===== src/rtl/key_schedule_reverse.sv =====
// rtl/key_schedule_reverse.sv - inverse SPECK key schedule, steps round keys back to the master key
module key_schedule_reverse #(
  parameter int BLOCK_SIZE       = 64,
  parameter int KEY_SIZE         = 128,
  parameter int SHIFT_RIGHT_SIZE = 8,
  parameter int SHIFT_LEFT_SIZE  = 3,
  parameter int NR_ROUNDS        = 32
) (
  input  logic                  clk,
  input  logic                  rst_n,
  input  logic [KEY_SIZE-1:0]   key,
  input  logic [BLOCK_SIZE-1:0] round_ctr_start,
  input  logic                  signal_start,
  output logic                  busy,
  output logic [KEY_SIZE-1:0]   out_key,
  output logic [BLOCK_SIZE-1:0] out_round,
  output logic                  out_valid,
  input  logic                  out_ready,
  output logic                  finished,
  output logic [3:0]            state_response
);

  typedef enum logic [2:0] {
    IDLE           = 3'd0,
    LOAD           = 3'd1,
    XOR_K1         = 3'd2,
    ROR_K1_XOR_CTR = 3'd3,
    SUB_K0         = 3'd4,
    ROL_K0         = 3'd5,
    EMIT           = 3'd6,
    DONE           = 3'd7
  } state_t;

  localparam logic [BLOCK_SIZE-1:0] CTR_MAX = BLOCK_SIZE'(NR_ROUNDS - 2);

  state_t                state, state_d;
  logic [BLOCK_SIZE-1:0] k0, k0_d, k1, k1_d, ctr, ctr_d;
  logic [KEY_SIZE-1:0]   out_key_d;
  logic [BLOCK_SIZE-1:0] out_round_d;
  logic                  out_valid_d, finished_d;

  function automatic logic [BLOCK_SIZE-1:0] ror(input logic [BLOCK_SIZE-1:0] x, input int n);
    return (x >> n) | (x << (BLOCK_SIZE - n));
  endfunction

  function automatic logic [BLOCK_SIZE-1:0] rol(input logic [BLOCK_SIZE-1:0] x, input int n);
    return (x << n) | (x >> (BLOCK_SIZE - n));
  endfunction

  assign busy           = (state != IDLE);
  assign state_response = {1'b0, state};

  always_ff @(posedge clk or negedge rst_n) begin
    if (!rst_n) begin
      state     <= IDLE;
      k0        <= '0;
      k1        <= '0;
      ctr       <= '0;
      out_key   <= '0;
      out_round <= '0;
      out_valid <= 1'b0;
      finished  <= 1'b0;
    end else begin
      state     <= state_d;
      k0        <= k0_d;
      k1        <= k1_d;
      ctr       <= ctr_d;
      out_key   <= out_key_d;
      out_round <= out_round_d;
      out_valid <= out_valid_d;
      finished  <= finished_d;
    end
  end

  // Each forward round is undone in four steps, in reverse order of its operations.
  always_comb begin
    state_d     = state;
    k0_d        = k0;
    k1_d        = k1;
    ctr_d       = ctr;
    out_key_d   = out_key;
    out_round_d = out_round;
    out_valid_d = out_valid;
    finished_d  = finished;
    case (state)
      IDLE: begin
        finished_d = 1'b0;
        if (signal_start) state_d = LOAD;
      end
      LOAD: begin
        k0_d    = key[BLOCK_SIZE-1:0];
        k1_d    = key[KEY_SIZE-1:BLOCK_SIZE];
        ctr_d   = (round_ctr_start > CTR_MAX) ? CTR_MAX : round_ctr_start;
        state_d = XOR_K1;
      end
      XOR_K1: begin
        k1_d    = k1 ^ k0;
        state_d = ROR_K1_XOR_CTR;
      end
      ROR_K1_XOR_CTR: begin
        k1_d    = ror(k1, SHIFT_LEFT_SIZE);
        k0_d    = k0 ^ ctr;
        state_d = SUB_K0;
      end
      SUB_K0: begin
        k0_d    = k0 - k1;
        state_d = ROL_K0;
      end
      ROL_K0: begin
        k0_d        = rol(k0, SHIFT_RIGHT_SIZE);
        out_key_d   = {k1, rol(k0, SHIFT_RIGHT_SIZE)};
        out_round_d = ctr;
        out_valid_d = 1'b1;
        state_d     = EMIT;
      end
      EMIT: begin
        if (out_ready) begin
          out_valid_d = 1'b0;
          if (ctr == '0) begin
            finished_d = 1'b1;
            state_d    = DONE;
          end else begin
            ctr_d   = ctr - BLOCK_SIZE'(1);
            state_d = XOR_K1;
          end
        end
      end
      DONE: begin
        finished_d = 1'b0;
        state_d    = IDLE;
      end
      default: state_d = IDLE;
    endcase
  end

endmodule


===== config.mk =====
export PLATFORM = sky130hd
export DESIGN_NAME = key_schedule_reverse
export DESIGN_NICKNAME = d
export VERILOG_FILES = /design/src/rtl/key_schedule_reverse.sv
export SDC_FILE = /design/constraint.sdc
export NUM_CORES = 1
export LEC_CHECK = 0
export BUFFER_PORTS_ARGS = -buffer_cell sky130_fd_sc_hd__buf_4
export CAP_MARGIN = 20
export CELL_PAD_IN_SITES_DETAIL_PLACEMENT = 1
export CELL_PAD_IN_SITES_GLOBAL_PLACEMENT = 2
export CORE_MARGIN = 4
export CORE_UTILIZATION = 34
export DETAILED_ROUTE_END_ITERATION = 6
export PLACE_DENSITY_LB_ADDON = 0.12
export SETUP_SLACK_MARGIN = 0.05
export SLEW_MARGIN = 10
export SYNTH_ARGS = -nofsm -noshare
export SYNTH_HDL_FRONTEND = slang
export SYNTH_SLANG_ARGS = --single-unit

===== constraint.sdc =====
create_clock -name clk -period 3.3 [get_ports clk]
set_input_delay 0.165 -clock clk [delete_from_list [all_inputs] [get_ports clk]]
set_output_delay 0.165 -clock clk [all_outputs]
set_load 0.03 [all_outputs]

==> reports/qor.yml <==
status: "completed"
first_global_vias: 25845
placed_area_um2: 28800
layout.nets: 3664
synth_xor_xnor_area_share: 0.0394
yosys.area_share.simple: 0.187
cts_tree: "built"
synthFlopType: "dfrtp_1"
cp.arrival_ns: 3.68
cts_buffers: 49
postLayoutCellArea_um2: 31500
initial_core_util: 0.346
worstMarginPinSlew_ns: 0.869
clockRootBuffer: "clkbuf_16"
clk_path_buf_depth: 3
areaGrowthSynthToFinish_pct: 37.5
num_rows: 94
syn_area_um2: 22900
gp_congestion: 0.952
startpoint_type: "flip-flop"
dieWidth_um: 268
synth_compound_area_frac: 0.237
maxSlewViolCount: 0
post-route-drc-count: 0
synth_common_cells: "nand2_1, dfrtp_1, o21ai_0, a21oi_1, clkbuf_1"
die-area_um2: 71600
critPathBufInv: 1
synth_adder_area_share: 0.0364
portBuffers: 393
ys_seq_elements: 389
htree_levels: 2
final_util: 0.476
slew_headroom: 0.421
netlist_instances: 2784
postRouteAntennaNets: 0
post_drt_wl_per_cell_um: 25.9
synth.most_common_cell: "nand2_1"
power_mw: 38.9
crit_required_ns: 3.80
drv_cap: 0
grt_pass1_wl_um: 167000
path_clk_slew_ns: 0.06
crit_family: "simple AND/OR/NAND/NOR gates"
rsz0062_at_grt: "yes"
synth_edf_count: 0
drive_gt1_frac: 0.264
via_per_inst: 5.68
track_usage: 0.304
core_um2: 66200
grt_max_degree: 119
r2r_slack_ns: 0.12
hpwl_um: 84400
finalCritPeriodShare: 0.965
path_max_fanout: 5
clock_latency_ns: 0.61
fin_crit_ns: 3.18
num_vias: 24456
hp-class: "in -> reg"
peakVddDrop_mv: 0.750
ys_async_sr_fraction: 1.00
cts_sinks: 389
yosys-top-cells-area: "dfrtp_1, nand2_1, o21ai_0"
hold_viol_final: 0
gr-total-overflow: 0
crit_chain: "ha_1 -> and4_2 -> or4b_1 -> nor3_1 -> and3_1 -> a2111oi_4 -> buf_4 -> o31ai_4 -> xnor2_2 -> a31oi_1 -> a311o_1"
antenna_found_initial: 4
drt_pass1_iterations: 6
setup_viol: 0
fmax_mhz: 314
fin_worst_skew_ns: 0.0118
ios: 395
yosysWarningCount: 0
synth-seq-area-share: 0.425
synth_cell_types: 80
muxShareOfSynthArea: 0.0237
p_leak_nw: 15.1
wl_um: 112000
p_per_area_nw_per_um2: 1230
criticalPathCategory: "reg -> reg"
dieHeight_um: 268
drt_iter0_drc: 1681
max_stage_delay_ns: 0.50
hold_slack_ns: 0.0226
end_kind: "flip-flop"
yosys.area.top_type_share: 0.425
avgSynthCellArea_um2: 8.23
synth_fp_nets: 3046
yosys.area.top_type: "dfrtp_1"
cpMaxStageDelayCell: "or4b_1"
synth_top_family_by_area: "compound AO/OA/AOI/OAI gates"
==> state kept, by name, indices dropped and copies added, names as in the netlist <==
register	count
k1	64
out_valid	1
out_round	64
out_key	128
state	3
k0	64
ctr	64
finished	1
==> cells by family after synthesis <==
family,count (synthesis)
xor gates and xnor gates,103
AOI/OAI and AO/OA,882
muxes,54
adders and majority gates,66
and+or+nand+nor,981
DFF,389
buffers and inverters,308
other,1
==> cell usage in the layout (no fill, tap or decap), types with 12 or more instances in the layout <==
cell type      instances
a22o_1                25
o211ai_1              12
o31ai_1               15
nor3_1                36
a21oi_1              219
buf_4                702
inv_1                 92
o41ai_1               15
xnor2_1               80
nand3_1               26
nor2b_1               13
or3_1                 13
ha_1                  56
a22oi_1               76
nor4_1                20
mux2i_1               52
a21oi_2               13
dlygate4sd3_1         57
a211oi_1              42
o22ai_1               45
buf_12                15
a21o_1                31
clkbuf_16             49
nor2_1               163
xor2_1                22
dfrtp_1              385
o21ai_0              257
o221ai_1              22
nand4_1               22
nand2_1              586
a31oi_1               24
==> path summary, 6_finish.rpt <==
path | startpoint | end | cells past startpoint
worst min register to register | out_key[44] | out_key[44] | 2
worst max register to register | k0[38] | k0[63] | 11
worst max-delay path | k0[38] | k0[63] | 11
max in group asynchronous | rst_n | out_key[21] | 3
min in group asynchronous | rst_n | out_key[55] | 2
worst min-delay path | key[19] | k0[19] | 3
==> layout make-up <==
class,instances,area [µm²]
Antenna cell,1,2.50
Clock buffer,65,1390
Clock inverter,22,304
Fill cell,7888,34700
Inverter,99,373
Multi-Input combinational cell,2087,12400
Sequential cell,389,9750
Tap cell,864,1080
Timing Repair Buffer,776,6170
==> tightest hold or removal path, delay by kind of cell <==
kind,cells,cell delay (ns)
AO/OA/AOI/OAI,2,0.25
buffers and inverters,1,0.14
==> power breakdown <==
group          internal, mW  switching [mW]
Clock                  3.42            2.35
Combinational          9.85            15.5
Sequential             6.49            1.23
==> stage by stage <==
step / TNS (ns) / instances / setup slack, ns
2_1_floorplan: 0 / 2784 / 0.285
3_3_place_gp: -1.41 / 4149 / -0.283
3_5_place_dp: -1.92 / 4149 / -0.367
4_1_cts: 0 / 4293 / 0.0262
5_1_grt: 0 / 4302 / 0.00533
6_report: 0 / 4303 / 0.115
==> routing by layer <==
layer | routed length [µm] | global-route usage
met1 | 48500 | 0.405
met2 | 53700 | 0.515
met3 | 5550 | 0.0419
met4 | 3730 | 0.0944
met5 | 27 | 0
==> what timing repair did <==
| action | in CTS | in global routing |
|---|---|---|
| endpoints found under the hold margin | 134 | 0 |
| endpoints found under the setup margin | 13 | 36 |
| buffers inserted | 0 | 9 |
| resized for setup | 13 | 81 |
| pin swaps | 1 | 18 |
| hold buffers | 57 | 0 |
No activity file was read; power rests on OpenSTA's default activity.
